[src/rtl/vga_pkg.sv]
// Shared types and pixel-format helpers for the framebuffer fetch engine.
package vga_pkg;

   // Framebuffer pixel formats selectable through fb_mode.
   typedef enum logic {
      FB_MODE_XRGB8888 = 1'b0,
      FB_MODE_RGB565   = 1'b1
   } fb_mode_t;

   // Sideband travelling alongside a BRAM read until its data returns.
   typedef struct packed {
      logic     active;
      logic     fetched;
      logic     half;
      fb_mode_t mode;
   } fb_pipe_entry_t;

   // Expand RGB565 to RGB888 by replicating the MSBs into the vacated LSBs.
   function automatic logic [23:0] rgb565_to_rgb888(input logic [15:0] p);
      return {p[15:11], p[15:13], p[10:5], p[10:9], p[4:0], p[4:2]};
   endfunction

endpackage

[src/rtl/vga_fb_pipe.sv]
// Fixed-depth shift register carrying per-pixel sideband, matched to BRAM read latency.
module vga_fb_pipe
   import vga_pkg::*;
#(
   parameter int unsigned DEPTH = 1
) (
   input  logic           vga_clk,
   input  logic           vga_rst_n,
   input  fb_pipe_entry_t in_entry,
   output fb_pipe_entry_t out_entry
);

   fb_pipe_entry_t stage_q [DEPTH];

   // Shift entries one stage per clock; async reset flushes every stage.
   always_ff @(posedge vga_clk or negedge vga_rst_n) begin
      if (!vga_rst_n) begin
         for (int unsigned i = 0; i < DEPTH; i++) begin
            stage_q[i] <= '0;
         end
      end else begin
         stage_q[0] <= in_entry;
         for (int unsigned i = 1; i < DEPTH; i++) begin
            stage_q[i] <= stage_q[i-1];
         end
      end
   end

   assign out_entry = stage_q[DEPTH-1];

endmodule

[src/rtl/vga_fb_fetch.sv]
// Framebuffer fetch engine: maps VGA coordinates to BRAM word reads with
// pixel replication, 32/16 bpp formats, redundant-read suppression and
// frame-synchronous shadowing of base/format/enable.
module vga_fb_fetch
   import vga_pkg::*;
#(
   parameter int unsigned SRC_W      = 400,
   parameter int unsigned SRC_H      = 300,
   parameter int unsigned SCALE_LOG2 = 0,
   parameter int unsigned RD_LAT     = 1
) (
   input  logic        vga_clk,
   input  logic        vga_rst_n,
   input  logic [31:0] fb_base,
   input  logic        fb_mode,
   input  logic        fb_enable,
   input  logic [9:0]  vga_h_addr,
   input  logic [9:0]  vga_v_addr,
   output logic [31:0] vga_data,
   output logic        vga_valid,
   output logic        bram_clk,
   output logic        bram_rst,
   output logic        bram_en,
   output logic [3:0]  bram_we,
   output logic [31:0] bram_din,
   output logic [31:0] bram_addr,
   input  logic [31:0] bram_dout
);

   localparam logic [31:0] SRC_W32 = 32'(SRC_W);
   localparam logic [31:0] ACT_W   = 32'(SRC_W << SCALE_LOG2);
   localparam logic [31:0] ACT_H   = 32'(SRC_H << SCALE_LOG2);

   logic [31:0]    base_q;
   fb_mode_t       mode_q;
   logic           en_q;
   logic [31:0]    last_widx;
   logic           last_vld;
   logic [31:0]    word_q;

   logic           load;
   logic [31:0]    eff_base;
   fb_mode_t       eff_mode;
   logic           eff_en;
   logic [31:0]    h32;
   logic [31:0]    v32;
   logic [31:0]    sx;
   logic [31:0]    sy;
   logic [31:0]    pix;
   logic [31:0]    widx;
   logic           half;
   logic           active;
   logic           eff_last_vld;
   fb_pipe_entry_t pipe_in;
   fb_pipe_entry_t pipe_out;
   logic [31:0]    word_sel;
   logic [15:0]    p565;

   assign bram_clk = vga_clk;
   assign bram_rst = ~vga_rst_n;
   assign bram_we  = '0;
   assign bram_din = '0;

   // Shadow values bypass to the current pixel so (0,0) already uses them.
   always_comb begin
      load     = (vga_h_addr == '0) && (vga_v_addr == '0);
      eff_base = load ? fb_base : base_q;
      eff_mode = load ? fb_mode_t'(fb_mode) : mode_q;
      eff_en   = load ? fb_enable : en_q;
   end

   // Coordinate-to-address mapping and fetch decision.
   always_comb begin
      h32          = {22'd0, vga_h_addr};
      v32          = {22'd0, vga_v_addr};
      sx           = h32 >> SCALE_LOG2;
      sy           = v32 >> SCALE_LOG2;
      pix          = 32'(sy * SRC_W32) + sx;
      widx         = (eff_mode == FB_MODE_RGB565) ? (pix >> 1) : pix;
      half         = (eff_mode == FB_MODE_RGB565) ? pix[0] : 1'b0;
      active       = (h32 < ACT_W) && (v32 < ACT_H) && eff_en;
      // A shadow load may change base/format, so never reuse across it.
      eff_last_vld = last_vld && !load;
      bram_en      = active && !(eff_last_vld && (widx == last_widx));
      bram_addr    = eff_base + {widx[29:0], 2'b00};
   end

   // Shadow registers, loaded at every frame origin.
   always_ff @(posedge vga_clk or negedge vga_rst_n) begin
      if (!vga_rst_n) begin
         base_q <= '0;
         mode_q <= FB_MODE_XRGB8888;
         en_q   <= 1'b0;
      end else if (load) begin
         base_q <= fb_base;
         mode_q <= fb_mode_t'(fb_mode);
         en_q   <= fb_enable;
      end
   end

   // Remember the last fetched word to suppress repeat reads.
   always_ff @(posedge vga_clk or negedge vga_rst_n) begin
      if (!vga_rst_n) begin
         last_widx <= '0;
         last_vld  <= 1'b0;
      end else if (bram_en) begin
         last_widx <= widx;
         last_vld  <= 1'b1;
      end else if (load || !active) begin
         last_vld  <= 1'b0;
      end
   end

   // Package the sideband for this pixel.
   always_comb begin
      pipe_in         = '0;
      pipe_in.active  = active;
      pipe_in.fetched = bram_en;
      pipe_in.half    = half;
      pipe_in.mode    = eff_mode;
   end

   vga_fb_pipe #(
      .DEPTH(RD_LAT)
   ) u_pipe (
      .vga_clk  (vga_clk),
      .vga_rst_n(vga_rst_n),
      .in_entry (pipe_in),
      .out_entry(pipe_out)
   );

   // Hold the most recent returned word for pixels that reuse it.
   always_ff @(posedge vga_clk or negedge vga_rst_n) begin
      if (!vga_rst_n) begin
         word_q <= '0;
      end else if (pipe_out.active && pipe_out.fetched) begin
         word_q <= bram_dout;
      end
   end

   // Format the output pixel; the select is from the BRAM output register or word_q.
   always_comb begin
      word_sel  = pipe_out.fetched ? bram_dout : word_q;
      p565      = pipe_out.half ? word_sel[31:16] : word_sel[15:0];
      vga_valid = pipe_out.active;
      vga_data  = '0;
      if (pipe_out.active) begin
         if (pipe_out.mode == FB_MODE_RGB565) begin
            vga_data = {8'h00, rgb565_to_rgb888(p565)};
         end else begin
            vga_data = {8'h00, word_sel[23:0]};
         end
      end
   end

endmodule

[config.mk]
export PLATFORM = sky130hd
export DESIGN_NAME = vga_fb_fetch
export DESIGN_NICKNAME = d
export VERILOG_FILES = /design/src/rtl/vga_pkg.sv /design/src/rtl/vga_fb_pipe.sv /design/src/rtl/vga_fb_fetch.sv
export SDC_FILE = /design/constraint.sdc
export NUM_CORES = 1
export LEC_CHECK = 0
export ABC_CLOCK_PERIOD_IN_PS = 26100
export BUFFER_PORTS_ARGS = -buffer_cell sky130_fd_sc_hd__buf_2
export CORE_MARGIN = 1
export CORE_UTILIZATION = 50
export CTS_CLUSTER_SIZE = 28
export DETAILED_ROUTE_END_ITERATION = 10
export PLACE_DENSITY = 0.81
export SYNTH_ARGS = -nofsm -noshare
export SYNTH_HDL_FRONTEND = slang
export SYNTH_HIERARCHICAL = 1
export SYNTH_SLANG_ARGS = --single-unit
[constraint.sdc]
create_clock -name vga_clk -period 26.1 [get_ports vga_clk]
set_input_delay 5.22 -clock vga_clk [delete_from_list [all_inputs] [get_ports vga_clk]]
set_output_delay 5.22 -clock vga_clk [all_outputs]
set_load 0.01 [all_outputs]
=== Word-level counts from Yosys, hierarchy flattened ===
Cells that the tools add are included.
Widths: inputs -> output; s select.

* Flip-flop bits (word level): 102
* Bits of input ports: 88
* Word-level logic and storage cells: 41

* $add $sub $neg: 2
* Multiply operators: 1
* Magnitude comparators: 2
* Equal/unequal tests: 1
* Mux-type cells: 11
* Bitwise logic cells: 1
* Reduce and logical (&&, ||, !) cells: 14

{| class="wikitable"
|+ Operators with widths
! kind !! number
|-
| $mux 32 || 3
|-
| $add 32x22->32 || 1
|-
| $eq 20x32->1 || 1
|-
| $mux 24 || 1
|-
| $add 19x10->20 || 1
|-
| $logic_not 10->1 || 2
|-
| $lt 10x9->1 const B || 2
|-
| $mux 20 || 1
|-
| $mux 16 || 1
|-
| $mul 10x5->15 const B || 1
|-
| $logic_and 1x1->1 || 7
|-
| $mux 1 || 5
|-
| $logic_not 1->1 || 3
|-
| $reduce_bool 2->1 || 1
|-
| $logic_or 1x1->1 || 1
|-
| $not 1->1 || 1
|}

=== Depth between registers and ports, before layout ===
* Depth after elaboration: 9
* Mapped depth: 25
* Mapped depth without buffers: 25

=== Cells and area by module ===
The synthesis kept the hierarchy.

{| class="wikitable"
|+ Modules (own cells, without submodules)
! module !! times used !! cells each !! area an instance (µm²) !! sequential area each (µm²)
|-
| vga_fb_fetch || 1 || 885 || 8196.6 || 2177.1
|-
| vga_fb_pipe || 1 || 4 || 100.1 || 100.1
|}

==> impl_metrics.json <==
{
  "grt_start_max_net_pins": 50,
  "die-width_um": 130.8,
  "dr_total_vias": 7034,
  "timing_worst_slew_pin_value_ps": 982.7,
  "initial_core_util_pct": 51.67,
  "cts.clk_slew.worst_paths_ps": 60,
  "grt_overflow": 0,
  "critical_path_arrival_ps": 13430,
  "layout.nets": 1187,
  "gr-usage-all-layers_pct": 23.77,
  "syn_area_sq_um": 8297,
  "worstPathBufferInverterCount": 3,
  "critPathKind": "clock port to output pin",
  "yosys_register_bits": 91,
  "stages_on_worst_setup_path": 3,
  "r2r-start": "mode_q",
  "path_delay_family": "buffers and inverters",
  "hpwl_um": 15250,
  "dominant_register_cell_in_the_synthesized_netlist": "sky130_fd_sc_hd__dfrtp_1",
  "finalSetupViolCount": 0,
  "core_region_area_sq_um": 16060,
  "timing.critical_path.mode_cell": "sky130_fd_sc_hd__clkbuf_16",
  "worstSetupStartpointType": "clock port",
  "yosys.cell_types.count": 69,
  "timing.critical_path.slowest_cell_delay_ps": 130,
  "wirelength_um": 19990,
  "timing.critical_path.slowest_stage_cell": "sky130_fd_sc_hd__clkbuf_16",
  "setup.worst_path.end": "bram_clk",
  "final_layout_size_suffix_gt1_share_pct": 25.00,
  "ant_nets": 0,
  "netlist_instances": 889,
  "unrepaired_setup_endpoints_after_global_routing": "no",
  "p_per_area_nw_per_um2": 55.05,
  "finClkSkew_ps": 7.933,
  "die_h_um": 130.8,
  "cts_tree": "built",
  "buffer_ports.inserted": 147,
  "vias_per_cell": 5.650,
  "worst_path_cell_trace": "clkbuf_16 > clkbuf_16 > buf_2",
  "post_cts_resize_count": 0,
  "total_leakage_power_nw": 4.811,
  "number_of_enable_flip_flop_cells_after_synthesis": 0,
  "path_max_fanout": 2,
  "cp.required_ps": 20880,
  "r2r_end": "last_widx[10]",
  "rows": 46,
  "timing.reg2reg.setup_slack_ps": 21830,
  "holdBufCountCts": 0,
  "max_cap_viol_count": 0,
  "postSynthAreaPerCell_sq_um": 9.333,
  "grt_first_pass_wirelength_um": 31570,
  "route.detailed.wl_per_inst_um": 16.06,
  "synth_sequential_area_ratio_pct": 27.45,
  "ir_drop_mv": 0.03416,
  "drc_errors": 0,
  "status": "completed",
  "timing.slew.headroom_pct": 34.35,
  "post_dp_cell_area_sq_um": 9055,
  "first_global_vias": 6613,
  "drt_pass1_iterations": 5,
  "timing_max_transition_violations_final": 0,
  "place.gp.congestion": 0.9142,
  "die-area_sq_um": 17110,
  "floorplan.io_pins": 192,
  "ys_async_sr_fraction_pct": 100.0,
  "grt_antenna_before_repair": 0,
  "post-cts-setup-buffer-count": 0,
  "clock_latency_at_the_later_pin_of_the_worst_skew_pair_ps": 460,
  "fin_area_sq_um": 9418,
  "fin_setup_tns_ps": 0,
  "crit_path_end_kind": "output pin",
  "worst-r2r-cell-count": 12,
  "crit_path_start": "vga_clk",
  "worstHoldStart": "base_q[1]",
  "holdCritPathClass": "register to register",
  "timing_hold_violations_final": 0,
  "ys_warns": 6,
  "areaGrowthSynthToFinish_pct": 13.51,
  "drt_iter0_markers": 473
}
## final cells by class
class,instances,area (sq um)
Clock buffer,15,312.8
Antenna cell,1,2.502
Fill cell,1386,6640
Multi-Input combinational cell,728,5565
Inverter,34,127.6
Tap cell,216,270.3
Timing Repair Buffer,156,808.3
Sequential cell,91,2278
Clock inverter,4,52.55
## layout by cell type, fill, tap and decap left out, types with 3 or more instances in the layout
cell type	instances
sky130_fd_sc_hd__a2111oi_0	4
sky130_fd_sc_hd__a211o_1	5
sky130_fd_sc_hd__a211oi_1	15
sky130_fd_sc_hd__a21o_1	15
sky130_fd_sc_hd__a21oi_1	40
sky130_fd_sc_hd__a31oi_1	6
sky130_fd_sc_hd__and2_1	3
sky130_fd_sc_hd__and3_1	6
sky130_fd_sc_hd__buf_2	146
sky130_fd_sc_hd__buf_4	11
sky130_fd_sc_hd__clkbuf_16	12
sky130_fd_sc_hd__conb_1	44
sky130_fd_sc_hd__dfrtp_1	90
sky130_fd_sc_hd__fa_1	7
sky130_fd_sc_hd__ha_1	68
sky130_fd_sc_hd__inv_1	33
sky130_fd_sc_hd__mux2_2	47
sky130_fd_sc_hd__mux2_4	9
sky130_fd_sc_hd__mux2i_1	42
sky130_fd_sc_hd__mux4_2	16
sky130_fd_sc_hd__nand2_1	125
sky130_fd_sc_hd__nand2b_1	9
sky130_fd_sc_hd__nand3_1	14
sky130_fd_sc_hd__nand4_1	10
sky130_fd_sc_hd__nor2_1	40
sky130_fd_sc_hd__nor3_1	20
sky130_fd_sc_hd__nor3b_1	5
sky130_fd_sc_hd__nor4_1	4
sky130_fd_sc_hd__o211a_1	10
sky130_fd_sc_hd__o211ai_1	9
sky130_fd_sc_hd__o21a_1	9
sky130_fd_sc_hd__o21ai_0	28
sky130_fd_sc_hd__o22ai_1	4
sky130_fd_sc_hd__o311ai_0	4
sky130_fd_sc_hd__o31a_1	3
sky130_fd_sc_hd__or2_2	3
sky130_fd_sc_hd__or3_1	7
sky130_fd_sc_hd__or4_1	3
sky130_fd_sc_hd__xnor2_1	32
sky130_fd_sc_hd__xor2_1	26
## report_power, final
part | internal, mW | switching [mW]
clock network | 0.0945 | 0.0586
registers | 0.144 | 0.00162
logic | 0.0859 | 0.134
## worst min-delay path, stage by stage, from the launching register on
cell	delay (ps)
sky130_fd_sc_hd__dfrtp_1	320
sky130_fd_sc_hd__nand2_1	50
sky130_fd_sc_hd__nand2_1	60
## cells by family (layout without fill, tap and decap cells)
| family | after synthesis | count (layout) | synth area share [%] |
|---|---|---|---|
| AOI/OAI and AO/OA | 173 | 173 | 14.42 |
| xor gates and xnor gates | 58 | 58 | 6.123 |
| adders and majority gates | 75 | 75 | 11.94 |
| buffers and inverters | 113 | 209 | 7.465 |
| DFF | 91 | 91 | 27.45 |
| muxes | 115 | 115 | 17.54 |
| other | 1 | 45 | 0.04520 |
| and+or+nand+nor | 263 | 263 | 15.02 |
## stage by stage
stage                     utilization [%]  instances  worst slack [ps]  total power, mW  hold WS [ps]
after floorplan                         -        932              7711           0.3106         435.2
after global placement              56.39       1226              7715           0.3629         447.0
after detailed placement            56.39       1226              7715           0.3670         452.4
after CTS                           58.63       1244              7450           0.5198         467.8
after global routing                58.63       1244              7444           0.5523         481.6
final                               58.65       1245              7455           0.5184         468.9
## cell usage after synthesis, types with 3 or more instances
cell	n	share of area, %
sky130_fd_sc_hd__nand2_1	125	5.7
sky130_fd_sc_hd__dfrtp_1	91	27
sky130_fd_sc_hd__ha_1	68	10
sky130_fd_sc_hd__buf_4	47	4.3
sky130_fd_sc_hd__mux2_2	47	6.4
sky130_fd_sc_hd__mux2i_1	43	5.2
sky130_fd_sc_hd__a21oi_1	40	2.4
sky130_fd_sc_hd__nor2_1	40	1.8
sky130_fd_sc_hd__inv_1	33	1.5
sky130_fd_sc_hd__xnor2_1	32	3.4
sky130_fd_sc_hd__o21ai_0	28	1.7
sky130_fd_sc_hd__xor2_1	26	2.7
sky130_fd_sc_hd__clkbuf_1	20	0.90
sky130_fd_sc_hd__nor3_1	20	1.2
sky130_fd_sc_hd__mux4_2	16	4.3
sky130_fd_sc_hd__a211oi_1	15	1.4
sky130_fd_sc_hd__a21o_1	15	1.4
sky130_fd_sc_hd__nand3_1	14	0.84
sky130_fd_sc_hd__nand4_1	10	0.75
sky130_fd_sc_hd__o211a_1	10	1.2
sky130_fd_sc_hd__mux2_4	9	1.6
sky130_fd_sc_hd__nand2b_1	9	0.68
sky130_fd_sc_hd__o211ai_1	9	0.81
sky130_fd_sc_hd__o21a_1	9	0.81
sky130_fd_sc_hd__buf_1	7	0.32
sky130_fd_sc_hd__fa_1	7	1.7
sky130_fd_sc_hd__or3_1	7	0.53
sky130_fd_sc_hd__a31oi_1	6	0.45
sky130_fd_sc_hd__and3_1	6	0.45
sky130_fd_sc_hd__a211o_1	5	0.53
sky130_fd_sc_hd__nor3b_1	5	0.45
sky130_fd_sc_hd__a2111oi_0	4	0.42
sky130_fd_sc_hd__nor4_1	4	0.30
sky130_fd_sc_hd__o22ai_1	4	0.30
sky130_fd_sc_hd__o311ai_0	4	0.42
sky130_fd_sc_hd__and2_1	3	0.23
sky130_fd_sc_hd__buf_2	3	0.18
sky130_fd_sc_hd__o31a_1	3	0.32
sky130_fd_sc_hd__or2_2	3	0.23
sky130_fd_sc_hd__or4_1	3	0.27
## per-layer routing
metal / share of wire, % / routed length (um) / track usage (%)
met1: 43 / 8597 / 28.66
met2: 49 / 9855 / 41.27
met3: 4.9 / 980 / 4.194
met4: 2.8 / 558 / 10.95
met5: 0 / 0 / 0
## sequential cells by signal (all words and copies together), names as in the netlist
register,flops
base_q,32
word_q,32
last_widx,20
u_pipe/out_entry,4
en_q,1
last_vld,1
mode_q,1
## worst min-delay path by stage
stage | depth (start not counted) | slack, ps | endpoint
6_report | 2 | 470 | base_q[1]
5_1_grt | 2 | 480 | base_q[1]
4_1_cts | 2 | 470 | base_q[1]
3_5_place_dp | 2 | 450 | base_q[1]
3_3_place_gp | 2 | 450 | base_q[0]
2_1_floorplan | 2 | 440 | base_q[0]
(Power assumes the default switching activity.)
